`src/rtl/spi_slave_ram_if.sv`:
```
// ---------------------------------------------------------------------------
// spi_slave_ram_if
//   Word-level link between the SPI slave shifter and the command RAM.
//
//   din      [9:0]  command (din[9:8]) and address/data payload (din[7:0])
//   rx_valid        din is valid this cycle
//   dout     [7:0]  read data handed back to the shifter for MISO
//   tx_valid        dout carries fresh read data (one-cycle pulse)
//
//   master : the SPI slave shifter side (drives din/rx_valid)
//   slave  : the RAM side (drives dout/tx_valid)
// ---------------------------------------------------------------------------
interface spi_slave_ram_if;
  logic [9:0] din;
  logic       rx_valid;
  logic [7:0] dout;
  logic       tx_valid;

  modport master (
    output din,
    output rx_valid,
    input  dout,
    input  tx_valid
  );

  modport slave (
    input  din,
    input  rx_valid,
    output dout,
    output tx_valid
  );
endinterface

```
`src/rtl/spi_slave_ram.sv`:
```
// ---------------------------------------------------------------------------
// spi_slave_ram
//   Single-port synchronous RAM driven by 10-bit command words from an SPI
//   slave. Each accepted word (rx_valid = 1) is one of:
//     00 : load read address   (rd_addr <= payload)
//     01 : read data           (dout <= MEM[rd_addr], tx_valid pulses)
//     10 : load write address  (wr_addr <= payload)
//     11 : write data          (MEM[wr_addr] <= payload)
//   Commands take effect on the rising edge that samples them.
//
// Ports
//   clk  : system clock, all state changes on its rising edge
//   rst  : asynchronous active-high reset (clears dout, tx_valid, addresses;
//          the memory array keeps its contents)
//   bus  : spi_slave_ram_if.slave (din, rx_valid in; dout, tx_valid out)
//
// Parameters
//   MEM_DEPTH : number of 8-bit words in MEM
//   ADDR_SIZE : address register width (low ADDR_SIZE bits of din[7:0])
//
// Build option
//   SPI_RAM_ADDR_AUTOINC_EN : when defined, rd_addr advances after every
//   executed read-data command and wr_addr after every executed write-data
//   command, wrapping from MEM_DEPTH-1 to 0, so bursts need one address word.
//   Undefined (default): addresses change only on address commands or reset.
// ---------------------------------------------------------------------------
module spi_slave_ram #(
  parameter int MEM_DEPTH = 256,
  parameter int ADDR_SIZE = 8
) (
  input  logic             clk,
  input  logic             rst,
  spi_slave_ram_if.slave   bus
);

  localparam logic [1:0] CMD_RD_ADDR = 2'b00;
  localparam logic [1:0] CMD_RD_DATA = 2'b01;
  localparam logic [1:0] CMD_WR_ADDR = 2'b10;
  localparam logic [1:0] CMD_WR_DATA = 2'b11;

  logic [7:0]           MEM [0:MEM_DEPTH-1];

  logic [ADDR_SIZE-1:0] rd_addr;
  logic [ADDR_SIZE-1:0] wr_addr;
  logic [7:0]           dout_p0;
  logic                 vld_p0;

  logic [1:0]           cmd;
  logic [7:0]           payload;
  logic [ADDR_SIZE-1:0] addr_payload;
  logic                 wr_en;

  assign cmd          = bus.din[9:8];
  assign payload      = bus.din[7:0];
  assign addr_payload = bus.din[ADDR_SIZE-1:0];

  // Address decodes beyond MEM_DEPTH only exist when the array is smaller
  // than the address space; those accesses are dropped (write) or read as 0.
  function automatic logic addr_in_range(input logic [ADDR_SIZE-1:0] a);
    return (int'(a) < MEM_DEPTH);
  endfunction

  // Burst advance with wrap at the top of the populated array rather than at
  // the top of the address space.
  function automatic logic [ADDR_SIZE-1:0] addr_next(input logic [ADDR_SIZE-1:0] a);
    if (int'(a) >= MEM_DEPTH - 1)
      return '0;
    else
      return a + 1'b1;
  endfunction

  // Writes are suppressed while rst is high so an aborted sequence cannot
  // land in the array.
  assign wr_en = !rst && bus.rx_valid && (cmd == CMD_WR_DATA) && addr_in_range(wr_addr);

  // Stage p0: command execution -- memory write port
  always_ff @(posedge clk) begin
    if (wr_en)
      MEM[wr_addr] <= payload;
  end

  // Stage p0: command execution -- address registers, read data, strobe
  always_ff @(posedge clk or posedge rst) begin
    if (rst) begin
      rd_addr <= '0;
      wr_addr <= '0;
      dout_p0 <= '0;
      vld_p0  <= 1'b0;
    end else begin
      vld_p0 <= 1'b0;
      if (bus.rx_valid) begin
        case (cmd)
          CMD_RD_ADDR: rd_addr <= addr_payload;
          CMD_RD_DATA: begin
            dout_p0 <= addr_in_range(rd_addr) ? MEM[rd_addr] : 8'h00;
            vld_p0  <= 1'b1;
`ifdef SPI_RAM_ADDR_AUTOINC_EN
            rd_addr <= addr_next(rd_addr);
`endif
          end
          CMD_WR_ADDR: wr_addr <= addr_payload;
          CMD_WR_DATA: begin
`ifdef SPI_RAM_ADDR_AUTOINC_EN
            wr_addr <= addr_next(wr_addr);
`endif
          end
          default: ;
        endcase
      end
    end
  end

`ifndef SPI_RAM_ADDR_AUTOINC_EN
  // addr_next is only used by the burst build.
  logic [ADDR_SIZE-1:0] unused_next;
  assign unused_next = addr_next(rd_addr);
`endif

  assign bus.dout     = dout_p0;
  assign bus.tx_valid = vld_p0;

endmodule

```
`src/flat_wrapper.sv`:
```
// flat-port wrapper written by rule: the top's interface ports become plain ports
module spi_slave_ram_flat 
#(
  parameter int MEM_DEPTH = 256,
  parameter int ADDR_SIZE = 8
)
  (clk, rst, bus_din, bus_rx_valid, bus_dout, bus_tx_valid);
  spi_slave_ram_if bus_i ();
  input  logic clk;
  input  logic rst;
  input wire logic [$bits(bus_i.din)-1:0] bus_din;
  input wire logic [$bits(bus_i.rx_valid)-1:0] bus_rx_valid;
  output wire logic [$bits(bus_i.dout)-1:0] bus_dout;
  output wire logic [$bits(bus_i.tx_valid)-1:0] bus_tx_valid;
  assign bus_i.din = bus_din;
  assign bus_i.rx_valid = bus_rx_valid;
  assign bus_dout = bus_i.dout;
  assign bus_tx_valid = bus_i.tx_valid;
  spi_slave_ram #(.MEM_DEPTH(MEM_DEPTH), .ADDR_SIZE(ADDR_SIZE)) u_core (.clk(clk), .rst(rst), .bus(bus_i));
endmodule
```
`config.mk`:
```
export PLATFORM = sky130hd
export DESIGN_NAME = spi_slave_ram_flat
export DESIGN_NICKNAME = d
export VERILOG_FILES = /design/src/rtl/spi_slave_ram_if.sv /design/src/rtl/spi_slave_ram.sv /design/src/flat_wrapper.sv
export SDC_FILE = /design/constraint.sdc
export NUM_CORES = 2
export LEC_CHECK = 0
export CAP_MARGIN = 20
export CORE_MARGIN = 10
export CORE_UTILIZATION = 30
export DETAILED_ROUTE_END_ITERATION = 6
export PLACE_DENSITY_LB_ADDON = 0.05
export SYNTH_ARGS = -nofsm -noshare
export SYNTH_HDL_FRONTEND = slang
export SYNTH_SLANG_ARGS = --single-unit
export TNS_END_PERCENT = 5
```
`constraint.sdc`:
```
create_clock -name clk -period 2.55 [get_ports clk]
set_input_delay 0.51 -clock clk [delete_from_list [all_inputs] [get_ports clk]]
set_output_delay 0.51 -clock clk [all_outputs]
set_load 0.02 [all_outputs]
```
# Word level (Yosys, flattened, before mapping)
# Memories as Yosys holds them, arrays and structs flattened. A register that Yosys moved wholly into a read port is not among the register bits.
# Index checks and enable logic that the tools add are counted.
dict set report op_classes {
  reduce_logical 7
  n_eq_ne 3
  add_sub_neg 0
  bitwise_logic 0
  order_cmp 0
  div 0
  multipliers 0
  shifts 0
  mux 4
}
# cell n
set ops {}
lappend ops {{$reduce_and A2 Y1} 3}
lappend ops {{$eq A2 B2 Y1 const B} 2}
lappend ops {{$mux W1} 4}
lappend ops {{$eq A2 B1 Y1 const B} 1}
lappend ops {{$logic_and A1 B1 Y1} 2}
lappend ops {{$logic_not A2 Y1} 1}
lappend ops {{$logic_not A1 Y1} 1}
dict set report word_totals {
  mem_bits_ro 0
  latchBits 0
  ram_bits 2048
  n_memories 1
  word_cells 18
  input_bits 13
  out_inout_bits 9
  ff_bits 17
}
# memory depth word_bits read_ports rd_clocked_by_memory_dff write_ports line
set mem_list {}
lappend mem_list {u_core.MEM 256 8 1 1 1 spi_slave_ram.sv:41} ;# logic [7:0] MEM [0:MEM_DEPTH-1];

# Logic depth before layout (Yosys ltp)
dict set report logic_depth {
  word_depth 5
  mapped_depth 11
  depth_no_buf 7
}

# Least setup slack after synthesis
# OpenSTA, ideal clock, no wires.
dict set report synth_timing {
  path_type {input -> register}
  start {input port rst}
  end {memory u_core.MEM[112][0], enable pin}
  path_slack_ns -0.516
  arrival_ns 2.696
  path_stages 7
  setup_ns 0.370
  t_required_ns 2.180
  cell_sequence {inv_1 and4_1 clkbuf_1 clkbuf_1 nand3_1 clkbuf_1 nor2_1}
}
dict set report synth_between {
  elab_chain_cells 5
}
# item line
set synth_lines {}
lappend synth_lines {{start: declaration} flat_wrapper.sv:10} ;# input logic rst;
lappend synth_lines {{$logic_not A1 Y1 (no line)} n/a}
lappend synth_lines {{$logic_and A1 B1 Y1 (2 in a row)} spi_slave_ram.sv:74} ;# assign wr_en = !rst && bus.rx_valid && (cmd == CMD_WR_DATA) && addr_in_range(wr_addr);
lappend synth_lines {{$mux W1} spi_slave_ram.sv:78} ;# if (wr_en)
lappend synth_lines {{$mux W1 (implied by the code)} spi_slave_ram.sv:79} ;# MEM[wr_addr] <= payload;
lappend synth_lines {{end: declaration} spi_slave_ram.sv:41}
# Every way passes these cells.

==> run_summary.xml <==
<?xml version="1.0" encoding="UTF-8"?>
<metrics>
  <group name="timing">
    <metric name="worst-slew-pin-transition" unit="ns">0.833</metric>
    <metric name="hold_ws" unit="ns">0.0849</metric>
    <metric name="fmax" unit="MHz">331</metric>
    <metric name="timing.clock.skew" unit="ns">0.0405</metric>
    <metric name="period_minus_slack" unit="ns">3.02</metric>
    <metric name="setup-tns-final" unit="ns">-3.76</metric>
    <metric name="timing.final.max_slew_violations" unit="">0</metric>
    <metric name="max_slew_margin" unit="">0.445</metric>
    <metric name="rsz_0062_raised_after_global_routing" unit="">yes</metric>
    <metric name="final_count_of_hold_timing_violations" unit="">0</metric>
    <metric name="setup_viol" unit="">10</metric>
    <metric name="fin_crit_sh" unit="">1.18</metric>
    <metric name="setup_slack" unit="ns">-0.467</metric>
  </group>
  <group name="floorplan">
    <metric name="die_w" unit="um">540</metric>
    <metric name="core" unit="mm^2">0.269</metric>
    <metric name="num_rows" unit="">190</metric>
    <metric name="die-area" unit="mm^2">0.292</metric>
    <metric name="top_level_ports" unit="">22</metric>
    <metric name="start_util" unit="">0.302</metric>
    <metric name="die_y" unit="um">540</metric>
  </group>
  <group name="clock_tree">
    <metric name="clock_tree.htree_level_count" unit="">4</metric>
    <metric name="clkSlewWorstSetupHoldPaths" unit="ns">0.06</metric>
    <metric name="cts.sinks" unit="">2073</metric>
    <metric name="cts_tree" unit="">done</metric>
    <metric name="total_clock_buffers_created_by_cts" unit="">234</metric>
    <metric name="worst_skew_pair.late_latency" unit="ns">0.90</metric>
    <metric name="cts.path.max_buffers" unit="">4</metric>
    <metric name="clockRootBuffer" unit="">sky130_fd_sc_hd__clkbuf_16</metric>
  </group>
  <group name="critical_path">
    <metric name="critical-path-top-delay-family" unit="">simple AND/OR/NAND/NOR gates</metric>
    <metric name="timing.critical_path.to_type" unit="">flop</metric>
    <metric name="cp_slowest_stage_delay" unit="ns">0.51</metric>
    <metric name="path_max_fanout" unit="">13</metric>
    <metric name="critPathLaunchType" unit="">flop</metric>
    <metric name="crit_buf_inv" unit="">5</metric>
    <metric name="cp.arrival" unit="ns">3.84</metric>
    <metric name="slowest_stage" unit="">sky130_fd_sc_hd__dfrtp_4</metric>
    <metric name="path_cells" unit="">buf_12 &gt; buf_12 &gt; buf_4 &gt; clkbuf_16 &gt; bufbuf_16 &gt; mux4_2 &gt; nand2_1 &gt; nand3_1 &gt; nand3_1 &gt; nor4_4 &gt; a211o_1</metric>
    <metric name="cp_data_required_time" unit="ns">3.38</metric>
    <metric name="worstSetupPathType" unit="">flop to flop</metric>
  </group>
  <group name="synthesis">
    <metric name="synth.net_count" unit="">4149</metric>
    <metric name="post_synth_edffs" unit="">2048</metric>
    <metric name="mapped_avg_cell_area" unit="um^2">19.6</metric>
    <metric name="synth_async_sr_flop_share" unit="">0.0121</metric>
    <metric name="synth-compound-area-share" unit="">0.0423</metric>
    <metric name="synthAdderAreaFrac" unit="">0</metric>
    <metric name="postSynthCellCount" unit="">4136</metric>
    <metric name="synth_xor_area_frac" unit="">0</metric>
    <metric name="ys.flop_type" unit="">sky130_fd_sc_hd__edfxtp_1</metric>
    <metric name="synth-seq-area-share" unit="">0.765</metric>
    <metric name="synth_area" unit="mm^2">0.0812</metric>
    <metric name="main_combinational_cell_family_by_area_after_synthesis" unit="">multiplexers</metric>
    <metric name="synth_mux_area_frac" unit="">0.143</metric>
    <metric name="netlist-cell-type-count" unit="">52</metric>
    <metric name="synth_simple_gate_area_share" unit="">0.0285</metric>
    <metric name="synthesis.yosys.warnings" unit="">0</metric>
    <metric name="ys_seq_elements" unit="">2073</metric>
  </group>
  <group name="cells_and_area">
    <metric name="layout.area.seq" unit="mm^2">0.0621</metric>
    <metric name="layout-area-overhead-vs-synth" unit="%">29.3</metric>
    <metric name="non_filler_cell_area_final" unit="mm^2">0.105</metric>
    <metric name="area_of_combinational_cells_with_multiple_inputs" unit="mm^2">0.0194</metric>
    <metric name="finalCoreUtilization" unit="">0.391</metric>
    <metric name="final_cell_mix" unit="">sky130_fd_sc_hd__edfxtp_1 (2,048), sky130_fd_sc_hd__buf_4 (738), sky130_fd_sc_hd__mux2i_1 (445), sky130_fd_sc_hd__mux4_2 (297), sky130_fd_sc_hd__clkbuf_16 (245)</metric>
    <metric name="share_of_final_layout_standard_cells_stronger_than_drive_strength_1" unit="">0.369</metric>
    <metric name="nFillCells" unit="">24600</metric>
    <metric name="mostFrequentLayoutCell" unit="">sky130_fd_sc_hd__edfxtp_1</metric>
    <metric name="nets_final" unit="">5178</metric>
  </group>
  <group name="drt">
    <metric name="vias" unit="">44000</metric>
    <metric name="ant_nets" unit="">0</metric>
    <metric name="drt-initial-drc-count" unit="">3622</metric>
    <metric name="detail_route.wirelength" unit="mm">276</metric>
    <metric name="drc" unit="">1</metric>
    <metric name="route.detailed.vias_per_inst" unit="">4.94</metric>
    <metric name="drt_pre_antenna_iters" unit="">7</metric>
    <metric name="wl_per_cell" unit="um">31.0</metric>
  </group>
  <group name="global_routing">
    <metric name="antenna_found_initial" unit="">13</metric>
    <metric name="grt_overflow_total" unit="">0</metric>
    <metric name="grt_pass1_wl" unit="mm">380</metric>
    <metric name="globalRouteTotalUtil" unit="">0.182</metric>
    <metric name="vias_in_the_first_global_route" unit="">45500</metric>
    <metric name="grt_start_max_net_pins" unit="">96</metric>
  </group>
  <group name="power_and_ir_drop">
    <metric name="switching_share" unit="">0.266</metric>
    <metric name="p_comb_frac" unit="">0.181</metric>
    <metric name="internal-power" unit="mW">63.3</metric>
    <metric name="share_clk_of_total_power" unit="">0.380</metric>
    <metric name="p_seq_frac" unit="">0.439</metric>
    <metric name="cellLeakagePower" unit="nW">34.9</metric>
    <metric name="vdd_drop_max" unit="mV">0.551</metric>
    <metric name="p_per_area" unit="mW/mm^2">822</metric>
    <metric name="netSwitchingPower" unit="mW">23.0</metric>
  </group>
  <group name="run">
    <metric name="drv.max_cap_violation_count" unit="">0</metric>
  </group>
  <group name="worst_hold_path">
    <metric name="hold_path_class" unit="">input port to flop</metric>
  </group>
  <group name="placement">
    <metric name="dp_hpwl" unit="mm">185</metric>
    <metric name="gp_routability_congestion" unit="">0.825</metric>
    <metric name="place_ws" unit="ns">-1.23</metric>
    <metric name="dpl_cell_area" unit="mm^2">0.0948</metric>
    <metric name="port-buffer-count" unit="">21</metric>
  </group>
  <group name="outcome">
    <metric name="status" unit="">finished, violations left</metric>
    <metric name="violated_checks" unit="">DRC, setup timing</metric>
  </group>
</metrics>
## cells in the mapped netlist, drive strengths merged, types with 3 or more instances
cell	number	share of area
o221ai	73	0.0080
a21oi	55	0.0034
buf	155	0.016
nor3b	4	0.00043
nand2	101	0.0047
nor4	15	0.0012
or3b	3	0.00032
nand3	47	0.0029
a221oi	10	0.0011
a211oi	50	0.0046
a211o	22	0.0024
dfrtp	25	0.0077
o22ai	140	0.011
or3	4	0.00031
mux2i	453	0.056
mux4	297	0.082
edfxtp	2048	0.76
a22oi	37	0.0034
nand4	11	0.00085
nor2b	12	0.00092
o211ai	7	0.00065
a21boi	16	0.0015
nor2	274	0.013
nand3b	7	0.00069
o41a	3	0.00042
and2	6	0.00046
o41ai	9	0.00097
a311oi	5	0.00054
o31ai	3	0.00028
nor3	12	0.00074
inv	4	0.00018
clkbuf	103	0.0048
nand2b	26	0.0020
o21ai	43	0.0027
a31oi	20	0.0015
mux2	31	0.0043
## layout make-up
class	instances	share of cell area
Tap cell	3552	0.0424
Clock inverter	132	0.0117
Timing Repair Buffer	1051	0.110
Sequential cell	2073	0.592
Inverter	4	0.000203
Multi-Input combinational cell	1801	0.185
Antenna cell	6	0.000143
Clock buffer	285	0.0580
## worst paths after layout
kind                                          startpoint                              to  slack (ns)  cells past startpoint
setup / recovery           u_core.rd_addr[1]$_DFFE_PP0P_  u_core.bus.dout[0]$_DFFE_PP0P_       -0.47                     11
hold / removal                                bus_din[4]    u_core.MEM[135][4]$_DFFE_PP_        0.08                      1
setup reg to reg           u_core.rd_addr[1]$_DFFE_PP0P_  u_core.bus.dout[0]$_DFFE_PP0P_       -0.47                     11
hold reg to reg            u_core.rd_addr[7]$_DFFE_PP0P_   u_core.rd_addr[7]$_DFFE_PP0P_        0.55                      1
max in group asynchronous                            rst   u_core.rd_addr[1]$_DFFE_PP0P_        1.87                      4
min in group asynchronous                            rst  u_core.bus.dout[5]$_DFFE_PP0P_        0.26                      4
## power by group through the flow
stage / clock, mW / sequential [mW] / combinational, mW
floorplan: 0 / 38.4 / 6.64
global placement: 0 / 38.7 / 14.0
detailed placement: 0 / 38.7 / 13.9
CTS: 33.7 / 37.9 / 15.0
global route: 35.1 / 37.9 / 16.3
finish: 32.8 / 37.9 / 15.6
## sequential cells by signal, indices dropped and copies added, names as in the netlist
register / flops
u_core.MEM: 2048
u_core.bus.dout: 8
u_core.bus.tx_valid: 1
u_core.rd_addr: 8
u_core.wr_addr: 8
## cell families after synthesis
family	after synthesis
flops	2073
compound gates	494
buf+inv	262
simple gates	526
mux	781
## per-layer routing
layer | vias up | part of all wire | GRT usage
met5 | - | 0.000073 | 0
met4 | 2 | 0.023 | 0.0352
met3 | 310 | 0.038 | 0.0234
met2 | 906 | 0.47 | 0.296
met1 | 23600 | 0.47 | 0.264
li1 | 19200 | - | -
## worst reg2reg max path, stage by stage, from the launching register on
cell and delay, ns:
sky130_fd_sc_hd__dfrtp_4 0.51, sky130_fd_sc_hd__buf_12 0.15, sky130_fd_sc_hd__buf_12 0.15, sky130_fd_sc_hd__buf_4 0.15, sky130_fd_sc_hd__clkbuf_16 0.19, sky130_fd_sc_hd__bufbuf_16 0.32
sky130_fd_sc_hd__mux4_2 0.26, sky130_fd_sc_hd__nand2_1 0.08, sky130_fd_sc_hd__nand3_1 0.17, sky130_fd_sc_hd__nand3_1 0.37, sky130_fd_sc_hd__nor4_4 0.46, sky130_fd_sc_hd__a211o_1 0.14
## metrics by stage
step                      cells  power, mW
after CTS                  8848       86.7
after global placement     8391       52.6
final                      8904       86.3
after global routing       8899       89.3
after detailed placement   8392       52.6
after floorplan            4136       45.1
## repair_timing
action                                  4_1_cts  5_1_grt
pin swaps                                    38       42
setup buffers                                29       46
gates cloned                                  7        9
hold buffers                                  5        0
endpoints found under the setup margin       25       23
resized for setup                           207      119
hold endpoints to repair                     69        0
Power figures use the tool's default switching activity.
